==> src/rtl/mul_seq_ctrl.sv <==
// mul_seq_ctrl: control FSM for a sequential shift-add / radix-2 Booth multiplier.
// Booth mode is present only when MUL_SEQ_BOOTH_EN is defined; otherwise unsigned only.
module mul_seq_ctrl #(
   parameter int WIDTH = 32,
   parameter int CW    = $clog2(WIDTH) + 1
) (
   input  logic          clk,
   input  logic          Reset,
   input  logic          Run,
   input  logic          Mode,
   input  logic          LSB,
   output logic          Load_ctrl,
   output logic          W_ctrl,
   output logic [5:0]    ADDU_ctrl,
   output logic          SRL_ctrl,
   output logic          Arith_ctrl,
   output logic          Ready,
   output logic [CW-1:0] Count
);
   typedef enum logic [1:0] {IDLE, INIT, CALC, DONE} state_t;
   localparam logic [5:0]    ADDU = 6'b100001;
   localparam logic [5:0]    SUBU = 6'b100011;
   localparam logic [5:0]    NONE = 6'b000000;
   localparam logic [CW-1:0] LAST = CW'(WIDTH - 1);
   state_t state, next;
   logic   start, calc, w, mode_q, q_1;
   assign start = (state == IDLE || state == DONE) && Run;
   assign calc  = state == CALC;
`ifdef MUL_SEQ_BOOTH_EN
   // Mode and Q_1 are captured at the accepting edge so INIT already sees them.
   always_ff @(posedge clk) begin
      if (Reset) begin
         mode_q <= 1'b0;
         q_1    <= 1'b0;
      end else if (start) begin
         mode_q <= Mode;
         q_1    <= 1'b0;
      end else if (calc) begin
         q_1    <= LSB;
      end
   end
`else
   logic unused_mode;
   assign unused_mode = Mode;
   assign mode_q      = 1'b0;
   assign q_1         = 1'b0;
`endif
   always_ff @(posedge clk) begin
      if (Reset) begin
         state <= IDLE;
         Count <= '0;
      end else begin
         state <= next;
         Count <= start ? '0 : calc ? Count + 1'b1 : Count;
      end
   end
   always_comb begin
      next = (state == INIT) ? CALC :
             calc            ? ((Count == LAST) ? DONE : CALC) :
             Run             ? INIT : state;
   end
   always_comb begin
      Load_ctrl  = state == INIT;
      SRL_ctrl   = calc;
      Ready      = state == DONE;
      Arith_ctrl = calc & mode_q;
      w          = calc & (mode_q ? (LSB ^ q_1) : LSB);
      W_ctrl     = w;
      ADDU_ctrl  = !w ? NONE : (mode_q & LSB & !q_1) ? SUBU : ADDU;
   end
endmodule

==> config.mk <==
export PLATFORM = sky130hd
export DESIGN_NAME = mul_seq_ctrl
export DESIGN_NICKNAME = d
export VERILOG_FILES = /design/src/rtl/mul_seq_ctrl.sv
export SDC_FILE = /design/constraint.sdc
export NUM_CORES = 1
export LEC_CHECK = 0
export CORE_AREA = 2 2 39 41
export DETAILED_ROUTE_END_ITERATION = 6
export DIE_AREA = 0 0 41 43
export HOLD_SLACK_MARGIN = 0.03
export PLACE_DENSITY_LB_ADDON = 0.05
export SETUP_SLACK_MARGIN = 0.02
export SYNTH_ARGS = -nofsm -noshare
export SYNTH_HDL_FRONTEND = slang
export SYNTH_SLANG_ARGS = --single-unit
==> constraint.sdc <==
create_clock -name clk -period 2.94 [get_ports clk]
set_clock_uncertainty 0.05 [all_clocks]
set_input_delay 0.294 -clock clk [delete_from_list [all_inputs] [get_ports clk]]
set_output_delay 0.294 -clock clk [all_outputs]
set_load 0.02 [all_outputs]
== After elaboration in Yosys (flattened, before gate mapping) ==
Index checks and enable logic that the tools add are counted.
W data, S select, Z words.

* Add/sub/neg operators: 1
* $mul: 0
* Divide/modulo/power cells: 0
* Magnitude comparators: 0
* Equal/unequal tests: 4
* Shift operators: 0
* Mux-type cells: 5
* Bitwise gates (word level): 1
* Reductions and logical operators: 7

{| class="wikitable"
|+ Operator list
! cell !! count
|-
| $add A6 B1 Y6 const B || 1
|-
| $eq A6 B5 Y1 const B || 1
|-
| $mux W2 || 3
|-
| $mux W6 || 1
|-
| $eq A2 B2 Y1 const B || 2
|-
| $reduce_or A2 Y1 || 2
|-
| $reduce_bool A3 Y1 || 1
|-
| $eq A2 B1 Y1 const B || 1
|-
| $logic_not A2 Y1 || 1
|-
| $reduce_bool A2 Y1 || 1
|-
| $and A1 B1 Y1 || 1
|-
| $logic_and A1 B1 Y1 || 1
|-
| $logic_or A1 B1 Y1 || 1
|-
| $mux W1 || 1
|}

* Register bits after elaboration: 8
* Bits in latches: 0
* RAM bits: 0
* ROM bits: 0
* Input bits: 5
* Logic and storage cells: 21
* Memories kept: 0

== Logic depth before layout (Yosys ltp) ==
* Word-level depth: 4
* Mapped depth: 6
* Mapped depth without buffers: 5

== Worst setup path after synthesis ==
Ideal clock, no wire load.

* Path kind: register -> output
* Start: register state[0]
* End: output ADDU_ctrl[0]
* Data arrival time: 1.271 ns
* Data required time: 2.596 ns
* Slack: 1.325 ns
* Cell stages (with the launch flop): 6
* Buffers on the path: 2
* Cell sequence: dfxtp_1 > inv_1 > ha_1 > buf_6 > and2_1 > buf_4

* Longest elaborated chain between the ends: 3

{| class="wikitable"
|+ RTL lines
! element !! RTL line !! text
|-
| from (decl) || 25 || <nowiki>state_t state, next;</nowiki>
|-
| from (signal assigned) || 53 || <nowiki>state <= next;</nowiki>
|-
| $eq A2 B2 Y1 || 28 || <nowiki>assign calc = state == CALC;</nowiki>
|-
| named net SRL_ctrl || 15 || <nowiki>output logic SRL_ctrl,</nowiki>
|-
| $and A1 B1 Y1 || 67 || <nowiki>w = calc & (mode_q ? (LSB ^ q_1) : LSB);</nowiki>
|-
| named net W_ctrl || 13 || <nowiki>output logic W_ctrl,</nowiki>
|-
| $mux W6 || 69 || <nowiki>ADDU_ctrl = !w ? NONE : (mode_q & LSB & !q_1) ? SUBU : ADDU;</nowiki>
|-
| to (decl) || 14 || <nowiki>output logic [5:0] ADDU_ctrl,</nowiki>
|}

The timed path passes the listed nets, and every way through them passes these cells.

== Final worst setup path ==
* Start: register state[1]
* End: output ADDU_ctrl[5]

* Longest elaborated chain between the ends: 3

{| class="wikitable"
|+ RTL lines
! element !! RTL line
|-
| $eq A2 B2 Y1 || 28
|-
| $and A1 B1 Y1 || 67
|-
| $mux W6 || 69
|}

Every way passes these cells.

==> metrics <==
status completed; arrival time of the worst setup path 1870 ps; Antenna diodes 0; final setup TNS 0 ps; num rows 14; Pre-Repair DR Iteration Count 4; Port Buf Inserts 15; crit share post-route 75.28%; final hold vios 0; Routed Antenna Nets 0; Nets 75; post-synthesis sequential element count 8; die height 43 um; Worst EP required 2600 ps; Yosys top cell area share 35.36%; Post-CTS Setup Repair Bufs 0; placed standard-cell area 574.3 um^2; Via Count 352; max cap viols 0; max frequency 451.9 MHz; Placer Congestion 0.6093; vias in the first global route 311; first-pass GRT wire length 1.297 mm; WP buf/inv 1; CTS Buf Count 3; CTS H-tree depth 1; DP Wirelength 601.4 um; Slew Viols, Final 0; CP peak stage delay 610 ps; Die Area 1763 um^2; Root Buffer Master clkbuf_4; total placed cells including tap cells 77; number of fill cells 136; core area 1384 um^2; final hold slack 448.3 ps; largest net degree at the start of global routing 10; startpoint types flop; Crit-path slowest cell clkdlybuf4s50_1; Hold Crit Class flop to flop; crit path cell chain ha_1, and2_1, clkdlybuf4s50_1; Setup crit end kind output pin; initial antenna violation count 0; Synth Warn # 0; Max VDD drop 0.2298 mV; DR WL/cell 10.24 um; layout cells sized above 1 9.375%; TritonCTS clock tree done; clock-pin slew on the worst setup and hold paths 60 ps; clock sinks 8; # IOs 22; Crit Path Class flop to output pin; Synth Cell Area 452.9 um^2; RSZ-0062 raised after global routing false; P_leak 0.2401 nW; cts hold-fix bufs 0; DRC viols 0; post-CTS sizing 0; clk buf depth 2; final global-route overflow total 0; drt first-iter violations 6; Syn-to-layout area delta 31.77%; # setup viols final 0; crit path time final 2213 ps; clock latency at the later pin of the worst-skew pair 260 ps; Finished Cell Area 596.8 um^2; synth top area cells dfxtp_1 35%, buf_4 12%, ha_1 11%, nor2_1 5.0%, xnor2_1 3.9%; Largest delay share family, worst path buffers and inverters; final core occ 43.13%; drt total wl 819 um; DR vias/cell 4.400; power per cell area 467.0 nW/um^2; Tot GR Track Use 11.52%; Avg Inst Size Synth 9.059 um^2; register area share after synthesis 35.36%; chip width 41 um; Initial Util 32.73%; Netlist cell types 22; Mapped Cells 50; CP Max Fanout 9; Final Instance Count excl. Fillers 80; area leader, netlist dfxtp_1
==> synth_stat cells <==
library cell	number
buf_4	7
nand2_1	3
or3_1	1
a21o_1	1
a21oi_1	2
o21ai_0	1
nor3_2	1
buf_6	1
dfxtp_1	8
o32a_1	1
mux2i_1	1
nor3_1	1
nand4_2	1
and2_1	1
inv_1	3
ha_1	4
or2_2	1
nor2_1	6
xor2_1	2
xnor2_1	2
conb_1	1
nand4_1	1
==> kinds of logic (layout without fill, tap and decap cells) <==
family	after synthesis	count (layout)	share of synthesized area, %
other	1	5	0.8279
buffers and inverters	11	21	16.57
AND/OR/NAND/NOR	16	16	19.06
AO/OA/AOI/OAI	5	5	7.182
multiplexers	1	1	2.210
flip-flops	8	8	35.36
XOR/XNOR	4	4	7.736
adder cells (fa/ha/maj)	4	4	11.05
==> routing by layer <==
metal	part of all wire (%)	track usage, %
met4	2.3	8.000
met3	8.1	4.712
met2	42	15.94
met5	0	0
met1	47	13.77
==> registers in the layout (all words and copies together) (netlist names) <==
register	flops
state	2
Count	6
==> layout make-up <==
| type | count | area (um^2) | area share, % |
|---|---|---|---|
| Timing Repair Buffer | 15 | 150.1 | 25.16 |
| Multi-Input combinational cell | 35 | 232.7 | 38.99 |
| Clock buffer | 3 | 22.52 | 3.774 |
| Inverter | 3 | 11.26 | 1.887 |
| Sequential cell | 8 | 160.2 | 26.83 |
| Tap cell | 16 | 20.02 | 3.354 |
==> layout by cell type, fill, tap and decap left out, drive strengths merged <==
cell	Yosys	layout
clkdlybuf4s50	0	15
mux2i	1	1
ha	4	4
conb	1	5
xnor2	2	2
and2	1	1
a21oi	2	2
nor3	2	2
xor2	2	2
o21ai	1	1
nand2	3	3
o32a	1	1
clkbuf	0	3
or2	1	1
nor2	6	6
or3	1	1
dfxtp	8	8
inv	3	3
a21o	1	1
nand4	2	2
==> worst paths after layout <==
path	slack [ps]	depth (start not counted)	end	startpoint
max	730	3	ADDU_ctrl[5]	state[1]$_SDFFE_PP0P_
min	450	2	state[1]$_SDFFE_PP0P_	state[1]$_SDFFE_PP0P_
max reg2reg	1370	4	Count[5]$_SDFFE_PP0P_	state[1]$_SDFFE_PP0P_
min reg2reg	450	2	state[1]$_SDFFE_PP0P_	state[1]$_SDFFE_PP0P_
==> report_power, final <==
part	switching, mW	leakage (nW)	internal, mW	total [mW]
registers	0.00583	0.0649	0.114	0.120
logic	0.0395	0.161	0.0332	0.0727
clock network	0.0396	0.0138	0.0469	0.0864
total	0.0849	0.240	0.194	0.279
==> worst register-to-register path: stages, from the launching register on <==
cell     delay [ps]
dfxtp_1         370
ha_1            400
nand4_2         180
or3_1           370
a21oi_1         140
==> through the flow <==
step | setup slack [ps] | power [mW]
2_1_floorplan | 1325 | 0.1797
3_3_place_gp | 985.9 | 0.1960
3_5_place_dp | 999.5 | 0.1951
4_1_cts | 709.5 | 0.2836
5_1_grt | 618.1 | 0.2963
6_report | 726.9 | 0.2787
No activity file was read; power rests on OpenSTA's default activity.
